## config.mk

```make
export PLATFORM = sky130hd
export DESIGN_NAME = spiram_arbiter
export DESIGN_NICKNAME = d
export VERILOG_FILES = /design/src/rtl/spiram_arbiter_pkg.sv /design/src/rtl/spiram_rr_arb2.sv /design/src/rtl/spiram_arbiter.sv
export SDC_FILE = /design/constraint.sdc
export NUM_CORES = 1
export LEC_CHECK = 0
export ABC_CLOCK_PERIOD_IN_PS = 4300
export BUFFER_PORTS_ARGS = -buffer_cell sky130_fd_sc_hd__buf_2
export CAP_MARGIN = 20
export CORE_MARGIN = 5
export CORE_UTILIZATION = 40
export DETAILED_ROUTE_END_ITERATION = 12
export PLACE_DENSITY = 0.69
export SLEW_MARGIN = 10
export SYNTH_ARGS = -nofsm -noshare
export SYNTH_HDL_FRONTEND = slang
export SYNTH_SLANG_ARGS = --single-unit
```

## constraint.sdc

```tcl
create_clock -name clk -period 4.3 [get_ports clk]
set_input_delay 0.215 -clock clk [delete_from_list [all_inputs] [get_ports clk]]
set_output_delay 0.215 -clock clk [all_outputs]
set_load 0.005 [all_outputs]
```

## src/rtl/spiram_arbiter_pkg.sv

```systemverilog
// Shared encodings and defaults for the two-port SPI RAM arbiter.
package spiram_arbiter_pkg;

    typedef enum logic [2:0] {
        IDLE      = 3'd0,
        ISSUE     = 3'd1,
        WAIT_BUSY = 3'd2,
        WAIT_DONE = 3'd3,
        RESP      = 3'd4
    } state_e;

    localparam logic PORT_CPU = 1'b0;
    localparam logic PORT_AUX = 1'b1;

    localparam int DEF_START_TIMEOUT = 8;
    localparam int DEF_DONE_TIMEOUT  = 4095;

endpackage

```

## src/rtl/spiram_rr_arb2.sv

```systemverilog
// Two-way grant select: round-robin on last_grant, or fixed p0 priority.
// Latency: combinational.
// Backpressure: none; the caller samples the grant only when it can accept one.
module spiram_rr_arb2
    import spiram_arbiter_pkg::*;
#(
    parameter int FIXED_PRIO = 0
) (
    input  logic req0,
    input  logic req1,
    input  logic last_grant,
    output logic gnt_vld,
    output logic gnt_id
);

    always_comb begin
        gnt_vld = req0 | req1;
        gnt_id  = PORT_CPU;
        if (req0 && req1) begin
            gnt_id = (FIXED_PRIO != 0) ? PORT_CPU : ~last_grant;
        end else if (req1) begin
            gnt_id = PORT_AUX;
        end
    end

endmodule

```

## src/rtl/spiram_arbiter.sv

```systemverilog
// Serialises two word-request ports onto the SPI RAM controller rd/wr strobes.
// Latency: ack 4 cycles plus controller busy time after req is sampled.
// Backpressure: req is level-held until ack; losing port simply waits.
module spiram_arbiter
    import spiram_arbiter_pkg::*;
#(
    parameter int FIXED_PRIO    = 0,
    parameter int START_TIMEOUT = DEF_START_TIMEOUT,
    parameter int DONE_TIMEOUT  = DEF_DONE_TIMEOUT
) (
    input  logic        clk,
    input  logic        reset,
    input  logic        p0_req,
    input  logic        p0_we,
    input  logic [15:0] p0_addr,
    input  logic [31:0] p0_wdata,
    output logic        p0_ack,
    output logic [31:0] p0_rdata,
    output logic        p0_err,
    input  logic        p1_req,
    input  logic        p1_we,
    input  logic [15:0] p1_addr,
    input  logic [31:0] p1_wdata,
    output logic        p1_ack,
    output logic [31:0] p1_rdata,
    output logic        p1_err,
    output logic        mem_rd,
    output logic        mem_wr,
    output logic [15:0] mem_addr,
    output logic [31:0] mem_wdata,
    input  logic [31:0] mem_rdata,
    input  logic        mem_rbusy,
    input  logic        mem_wbusy,
    output logic        grant_id
);

    localparam int            CW        = $clog2(DONE_TIMEOUT + 1);
    localparam logic [CW-1:0] START_MAX = CW'(START_TIMEOUT);
    localparam logic [CW-1:0] DONE_MAX  = CW'(DONE_TIMEOUT);

    state_e        state_q, state_d;
    logic [CW-1:0] cnt_q, cnt_d, cnt_inc;
    logic          last_grant_q, last_grant_d;
    logic          grant_id_q, grant_id_d;
    logic          we_q, we_d;
    logic          mem_rd_q, mem_rd_d;
    logic          mem_wr_q, mem_wr_d;
    logic [15:0]   mem_addr_q, mem_addr_d;
    logic [31:0]   mem_wdata_q, mem_wdata_d;
    logic          p0_ack_q, p0_ack_d, p1_ack_q, p1_ack_d;
    logic          p0_err_q, p0_err_d, p1_err_q, p1_err_d;
    logic [31:0]   p0_rdata_q, p0_rdata_d, p1_rdata_q, p1_rdata_d;

    logic          gnt_vld, gnt_id;
    logic          sel_we;
    logic [15:0]   sel_addr;
    logic [31:0]   sel_wdata;
    logic          busy;
    logic          rsp_fire, rsp_err, rsp_cap;

    spiram_rr_arb2 #(
        .FIXED_PRIO (FIXED_PRIO)
    ) u_arb (
        .req0       (p0_req),
        .req1       (p1_req),
        .last_grant (last_grant_q),
        .gnt_vld    (gnt_vld),
        .gnt_id     (gnt_id)
    );

    assign sel_we    = (gnt_id == PORT_AUX) ? p1_we    : p0_we;
    assign sel_addr  = (gnt_id == PORT_AUX) ? p1_addr  : p0_addr;
    assign sel_wdata = (gnt_id == PORT_AUX) ? p1_wdata : p0_wdata;
    assign busy      = mem_rbusy | mem_wbusy;
    assign cnt_inc   = (cnt_q == '1) ? cnt_q : cnt_q + CW'(1);

    always_comb begin
        state_d      = state_q;
        cnt_d        = cnt_q;
        last_grant_d = last_grant_q;
        grant_id_d   = grant_id_q;
        we_d         = we_q;
        mem_rd_d     = 1'b0;
        mem_wr_d     = 1'b0;
        mem_addr_d   = mem_addr_q;
        mem_wdata_d  = mem_wdata_q;
        p0_ack_d     = 1'b0;
        p1_ack_d     = 1'b0;
        p0_err_d     = 1'b0;
        p1_err_d     = 1'b0;
        p0_rdata_d   = p0_rdata_q;
        p1_rdata_d   = p1_rdata_q;
        rsp_fire     = 1'b0;
        rsp_err      = 1'b0;
        rsp_cap      = 1'b0;

        case (state_q)
            IDLE: begin
                if (gnt_vld) begin
                    grant_id_d   = gnt_id;
                    last_grant_d = gnt_id;
                    we_d         = sel_we;
                    mem_addr_d   = sel_addr;
                    mem_wdata_d  = sel_wdata;
                    mem_rd_d     = ~sel_we;
                    mem_wr_d     = sel_we;
                    state_d      = ISSUE;
                end
            end
            ISSUE: begin
                cnt_d   = '0;
                state_d = WAIT_BUSY;
            end
            WAIT_BUSY: begin
                // A busy flag still high from the previous op counts as the rise.
                if (busy) begin
                    cnt_d   = '0;
                    state_d = WAIT_DONE;
                end else if (cnt_q == START_MAX) begin
                    rsp_fire = 1'b1;
                    rsp_err  = 1'b1;
                end else begin
                    cnt_d = cnt_inc;
                end
            end
            WAIT_DONE: begin
                if (!busy) begin
                    rsp_fire = 1'b1;
                    rsp_cap  = ~we_q;
                end else if (cnt_q == DONE_MAX) begin
                    rsp_fire = 1'b1;
                    rsp_err  = 1'b1;
                end else begin
                    cnt_d = cnt_inc;
                end
            end
            RESP: begin
                state_d = IDLE;
            end
            default: begin
                state_d = IDLE;
            end
        endcase

        // Ack is raised on entry so that the RESP cycle is the ack cycle.
        if (rsp_fire) begin
            state_d = RESP;
            if (grant_id_q == PORT_AUX) begin
                p1_ack_d = 1'b1;
                p1_err_d = rsp_err;
                if (rsp_cap) p1_rdata_d = mem_rdata;
            end else begin
                p0_ack_d = 1'b1;
                p0_err_d = rsp_err;
                if (rsp_cap) p0_rdata_d = mem_rdata;
            end
        end
    end

    always_ff @(posedge clk or negedge reset) begin
        if (!reset) begin
            state_q      <= IDLE;
            cnt_q        <= '0;
            last_grant_q <= PORT_AUX;
            grant_id_q   <= 1'b0;
            we_q         <= 1'b0;
            mem_rd_q     <= 1'b0;
            mem_wr_q     <= 1'b0;
            mem_addr_q   <= '0;
            mem_wdata_q  <= '0;
            p0_ack_q     <= 1'b0;
            p1_ack_q     <= 1'b0;
            p0_err_q     <= 1'b0;
            p1_err_q     <= 1'b0;
            p0_rdata_q   <= '0;
            p1_rdata_q   <= '0;
        end else begin
            state_q      <= state_d;
            cnt_q        <= cnt_d;
            last_grant_q <= last_grant_d;
            grant_id_q   <= grant_id_d;
            we_q         <= we_d;
            mem_rd_q     <= mem_rd_d;
            mem_wr_q     <= mem_wr_d;
            mem_addr_q   <= mem_addr_d;
            mem_wdata_q  <= mem_wdata_d;
            p0_ack_q     <= p0_ack_d;
            p1_ack_q     <= p1_ack_d;
            p0_err_q     <= p0_err_d;
            p1_err_q     <= p1_err_d;
            p0_rdata_q   <= p0_rdata_d;
            p1_rdata_q   <= p1_rdata_d;
        end
    end

    assign p0_ack    = p0_ack_q;
    assign p1_ack    = p1_ack_q;
    assign p0_err    = p0_err_q;
    assign p1_err    = p1_err_q;
    assign p0_rdata  = p0_rdata_q;
    assign p1_rdata  = p1_rdata_q;
    assign mem_rd    = mem_rd_q;
    assign mem_wr    = mem_wr_q;
    assign mem_addr  = mem_addr_q;
    assign mem_wdata = mem_wdata_q;
    assign grant_id  = grant_id_q;

endmodule

```

* Word level (Yosys, flattened, before mapping)
Index checks and enable logic that the tools add are counted.
Cells by class: add/subtract/negate cells 1, multipliers 0, div/mod/pow operators 0, order comparisons 0, equal/unequal tests 11, shift operators 0, mux-type cells 36, bitwise logic cells 6, reduce and logical (&&, ||, !) cells 8
Operators by type and width (count):
- $mux 12 | 5
- $pmux 12 s3 | 1
- $mux 32 | 1
- $mux 1 | 22
- $mux 16 | 1
- $add 12x1->12 const B | 1
- $eq 12x12->1 const B | 1
- $eq 12x4->1 const B | 1
- $pmux 3 s4 | 1
- $mux 3 | 3
- $ne 3x3->1 const B | 3
- $reduce_and 3->1 | 3
- $eq 3x2->1 const B | 2
- $ne 2x2->1 const B | 3
- $not 1->1 | 4
- $pmux 1 s2 | 2
- $reduce_and 4->1 | 1
- $eq 3x1->1 const B | 1
- $logic_not 3->1 | 1
- $reduce_bool 3->1 | 1
- $or 1x1->1 | 2
- $reduce_and 2->1 | 1
- $logic_and 1x1->1 | 1
Storage, ports and cells: register bits 136, latch bits 0, RAM bits 0, memory bits (read-only) 0, bits of input ports 136, output and inout port bits 119, logic and storage cells 77, memories 0

* Logic depth before layout (Yosys ltp)
depth after elaboration 6, mapped depth 7, gate-level depth less buffers 6

* Modules after synthesis
A second synthesis with hierarchy kept.
Second synthesis, totals: cells, all modules 482, area, all modules 5854.4 um^2
Modules (own cells, without submodules):
- spiram_arbiter | times used 1, cells each 480, area each 5840.6 um^2, sequential area each 3404.5 um^2
- spiram_rr_arb2 | times used 1, cells each 2, area each 13.8 um^2, sequential area each 0.0 um^2

* Least setup slack after synthesis
Ideal clock, no wire load.
path kind register to register, start point reg cnt_q[0], end point reg cnt_q[10], library setup time 0.078 ns, arrival time 1.630 ns, data required time 4.222 ns, setup slack 2.593 ns, cell stages (with the launch flop) 8, buffers on the path 1, clock period less this slack 1.707 ns, cell sequence dfrtp_1 > ha_1 > and2_1 > buf_2 > and3_4 > a41oi_2 > o311ai_1 > a21oi_1
Between the ends: cells in the longest elaborated chain, start to end 5, elaborated cells on any way between the ends 12, classes of those cells add/sub: 1; eq/ne: 4; mux: 6; reduce/logical: 1
Ends and longest elaborated chain:
- from (decl) | RTL line spiram_arbiter.sv:42 | logic [CW-1:0] cnt_q, cnt_d, cnt_inc;
- from (signal assigned) | RTL line spiram_arbiter.sv:179 | cnt_q <= cnt_d;
- $add 12x1->12 or $eq 12x12->1 (tied branches) | RTL line spiram_arbiter.sv:75, spiram_arbiter.sv:130
- $mux 12 | RTL line spiram_arbiter.sv:75 | assign cnt_inc = (cnt_q == '1) ? cnt_q : cnt_q + CW'(1);
- $mux 12, on equally long branches | RTL line spiram_arbiter.sv:130, spiram_arbiter.sv:119
- $mux 12, on equally long branches | RTL line spiram_arbiter.sv:127, spiram_arbiter.sv:116
- $pmux 12 s3 | RTL line spiram_arbiter.sv:97 | case (state_q)
Parallel ways exist; a longest one is shown, timed or not. The select of a mux whose other input is x is not followed. A chain may end at the register's enable or synchronous reset.

* Worst setup path after layout
start point reg state_q[0], end point reg p1_rdata_q[7], in the netlist p1_rdata[7]
Between the ends: cells in the longest elaborated chain, start to end 3, elaborated cells on any way between the ends 5, classes of those cells eq/ne: 2; mux: 2; reduce/logical: 1
Ends and longest elaborated chain:
- from (decl) | RTL line spiram_arbiter.sv:41 | state_e state_q, state_d;
- from (signal assigned) | RTL line spiram_arbiter.sv:178 | state_q <= state_d;
- $eq 3x2->1 | RTL line spiram_arbiter.sv:97
- $pmux 1 s2 or $mux 1 (tied branches) | RTL line spiram_arbiter.sv:97
- $reduce_and 3->1 (no source line) *
- to (signal assigned) | RTL line spiram_arbiter.sv:192 | p1_rdata_q <= p1_rdata_d;
- to (decl) | RTL line spiram_arbiter.sv:52 | logic [31:0] p0_rdata_q, p0_rdata_d, p1_rdata_q, p1_rdata_d;
Every way passes the cells marked *; elsewhere a longest branch is shown, timed or not.

==> impl_metrics.csv <==
group,metric,value,unit
run_status,run_status,"finished clean",
worst_setup_path,critical-path-max-stage-delay,0.67,ns
job,maxcap_violations,0,
floorplan,floorplan.rows,44,
logic_synthesis,synthTopCellsByCount,"135 x sky130_fd_sc_hd__dfrtp_1, 53 x sky130_fd_sc_hd__mux2_1, 52 x sky130_fd_sc_hd__nand2_1",
global_route,antenna_found_initial,1,
worst_setup_path,timing.critical_path.slowest_stage_cell,"sky130_fd_sc_hd__nand3_2",
floorplan,initial_core_util,40.9,%
sta,min_period,2.29,ns
sta,final_min_period_over_clock_period,53.3,%
power_and_ir_drop,leakage_power_figure,4.12,nW
placement,place_area,7380,um2
sta,max_clock_freq,436,MHz
floorplan,boundaryPins,255,
sta,finalSetupTns,0,ns
global_route,first_global_vias,5024,
floorplan,area_of_the_core_region,14500,um2
finish,multi_input_area,2410,um2
logic_synthesis,synth-simple-area-share,10.2,%
finish,stdcell_area,7960,um2
worst_setup_path,worstPathBufferInverterCount,0,
sta,setup_violations,0,
hold_path,worst_hold_path_type,"input pin to register",
global_route,grt_max_degree,94,
logic_synthesis,synth_compound_gate_area_share,8.54,%
worst_setup_path,worstPathCellList,"and4bb_4 -> nand3_2 -> mux2_1",
finish,nets,875,
global_route,grt.total_usage,18.3,%
drt,detail_route.drc_violations,0,
logic_synthesis,netlist_top_cells_area,"sky130_fd_sc_hd__dfrtp_1 57%, sky130_fd_sc_hd__mux2_1 10%, sky130_fd_sc_hd__mux2i_1 8.2%",
power_and_ir_drop,cellPowerDensity,637,nW/um2
finish,register_area,3400,um2
clock_tree,cts-htree-levels,4,
logic_synthesis,yosys.cell_count.top_type,"sky130_fd_sc_hd__dfrtp_1",
floorplan,die_h,132,um
worst_setup_path,worst_path_dominant_cell_family,"simple AND/OR/NAND/NOR gates",
drt,via_count,4683,
placement,place.port_buffers,254,
floorplan,fp.dieArea,17400,um2
clock_tree,cts_repair_resized_insts,0,
floorplan,die_w,132,um
logic_synthesis,synth-edff-count,0,
drt,post_drt_via_cell_ratio,5.01,
sta,finalHoldWorstSlack,0.0277,ns
worst_setup_path,cp_capture_type,"register",
logic_synthesis,mappedNetlistArea,5950,um2
clock_tree,cts_tree,"yes",
sta,rsz_0062_raised_after_global_routing,"false",
finish,n_fill_cell,1317,
placement,gp_congestion,0.894,
logic_synthesis,postSynthNetCount,623,
logic_synthesis,yosys.area.top_type_share,56.8,%
clock_tree,numCtsBuffers,17,
sta,slew-limit-headroom,42.1,%
power_and_ir_drop,worst_ir_drop_vdd,0.290,mV
logic_synthesis,register_bit_count_reported_by_yosys,136,
drt,totalWireLength,15700,um
logic_synthesis,ys.warnings.count,0,
global_route,grt_remaining_overflow,0,
clock_tree,clock_latency_of_the_later_clocked_register_in_the_worst_skew_pair,0.42,ns
global_route,grt_first_pass_wirelength,26000,um
logic_synthesis,synth_top_family_by_area,"multiplexers",
sta,worst-slew-pin-transition,0.867,ns
sta,slew_violations,0,
logic_synthesis,post_synth.cell_area_avg,12.3,um2
logic_synthesis,synth_top_area_cell,"sky130_fd_sc_hd__dfrtp_1",
worst_setup_path,criticalPathCategory,"register to register",
sta,final.setup_skew,0.0143,ns
clock_tree,cts.sinks,136,
logic_synthesis,synth_ff_type,"sky130_fd_sc_hd__dfrtp_1",
finish,final_layout_size_suffix_gt1_share,42.5,%
logic_synthesis,synth_cell_types,52,
logic_synthesis,synth.area.mux_share,20.6,%
worst_setup_path,critPathMaxFanout,32,
drt,drt-wirelength-per-cell,16.8,um
placement,hpwl,12000,um
clock_tree,clk_pin_slew_worst_paths,0.06,ns
worst_setup_path,worst_ep_arrival_time,2.58,ns
logic_synthesis,synth-async-reset-ratio,100,%
worst_setup_path,cp-start-kind,"register",
logic_synthesis,post_synth_xor_area_fraction,0.442,%
finish,area.growth.synth_to_final,33.9,%
drt,antenna_left,0,
sta,hold_viol_final,0,
logic_synthesis,post_synth_fa_ha_maj_area_fraction,0.421,%
logic_synthesis,postSynthCellCount,485,
drt,detail_route.first_pass.iterations,4,
clock_tree,clock_path_buffers,2,
finish,antenna_cells,0,
drt,drtIter0Drc,169,
clock_tree,cts_root_buf,"sky130_fd_sc_hd__clkbuf_16",
worst_setup_path,crit_required,4.59,ns
logic_synthesis,ys_seq_area_share,57.2,%
## state kept, by name, summed over array words and instances, names as in the netlist
register      flops
cnt_q            12
grant_id          1
last_grant_q      1
mem_addr         16
mem_rd            1
mem_wdata        32
mem_wr            1
p0_ack            1
p0_err            1
p0_rdata         32
p1_ack            1
p1_err            1
p1_rdata         32
state_q           3
we_q              1
## power by group
group / leakage, nW / switching, W / total [W] / internal, W
sequential: 1.73 / 0.000322 / 0.00213 / 0.00181
combinational: 2.11 / 0.000759 / 0.00153 / 0.000773
clock: 0.280 / 0.000583 / 0.00141 / 0.000825
total: 4.12 / 0.00166 / 0.00507 / 0.00341
## through the flow
| step | instances | total power, W | setup WS (ns) | utilization [%] |
|---|---|---|---|---|
| detailed placement | 901 | 0.00372 | 1.97 | 50.8 |
| floorplan | 485 | 0.00290 | 2.59 | - |
| global placement | 901 | 0.00365 | 2.02 | 50.8 |
| global route | 934 | 0.00544 | 1.83 | 54.8 |
| CTS | 934 | 0.00515 | 1.94 | 54.8 |
| finish | 934 | 0.00507 | 2.01 | 54.8 |
## layer usage
| metal | global-route usage, % | wire length, um | up-vias |
|---|---|---|---|
| met2 | 30.2 | 7600 | 203 |
| li1 | - | - | 2239 |
| met3 | 8.74 | 1600 | 12 |
| met1 | 21.8 | 6380 | 2227 |
| met4 | 4.29 | 120 | 2 |
| met5 | 0 | 13 | - |
## cell usage in the layout, fill, tap and decap left out, types with 4 or more instances in the layout
cell,Yosys,routed
sky130_fd_sc_hd__or3_1,5,5
sky130_fd_sc_hd__a21oi_1,9,9
sky130_fd_sc_hd__nand4_1,5,5
sky130_fd_sc_hd__nor2_1,13,13
sky130_fd_sc_hd__inv_6,0,6
sky130_fd_sc_hd__nor2b_1,5,5
sky130_fd_sc_hd__dfrtp_1,135,135
sky130_fd_sc_hd__o21ai_0,28,28
sky130_fd_sc_hd__mux2i_1,49,49
sky130_fd_sc_hd__o21ai_1,30,30
sky130_fd_sc_hd__clkbuf_16,0,17
sky130_fd_sc_hd__nand3_1,8,8
sky130_fd_sc_hd__nand2_1,52,52
sky130_fd_sc_hd__mux2_1,53,53
sky130_fd_sc_hd__mux2_2,12,12
sky130_fd_sc_hd__buf_2,14,253
sky130_fd_sc_hd__a31oi_1,4,4
sky130_fd_sc_hd__buf_4,5,6
## cell families (layout without fill, tap and decap cells)
logic type / after synthesis / in the layout
compound gates: 86 / 86
buf+inv: 31 / 296
flops: 136 / 136
xor+xnor: 3 / 3
fa+ha+maj: 2 / 2
mux: 114 / 114
simple gates: 113 / 113
## final cells by class
class / instances / area share, %
repair buffers: 261 / 16.7
well taps: 184 / 2.89
clock buffers: 18 / 5.52
inverters: 3 / 0.141
clock inverters: 14 / 1.71
flip-flops and latches: 136 / 42.8
multi-input cells: 318 / 30.2
## what timing repair did
item | 4_1_cts | 5_1_grt
hold buffers | 1 | 0
setup buffers | 0 | 0
hold endpoints to repair | 92 | 0
## final timing paths
kind                                from  depth (start not counted)            end  slack (ns)
setup / recovery              state_q[0]                          3    p1_rdata[7]        2.01
min in group asynchronous          reset                          2   p1_rdata[24]        0.44
hold reg to reg            mem_wdata[22]                          2  mem_wdata[22]        0.48
setup reg to reg              state_q[0]                          3    p1_rdata[7]        2.01
max in group asynchronous          reset                          3         mem_rd        2.72
hold / removal              mem_rdata[6]                          2    p1_rdata[6]        0.03
Note: power is estimated with default switching activity, not from simulation.
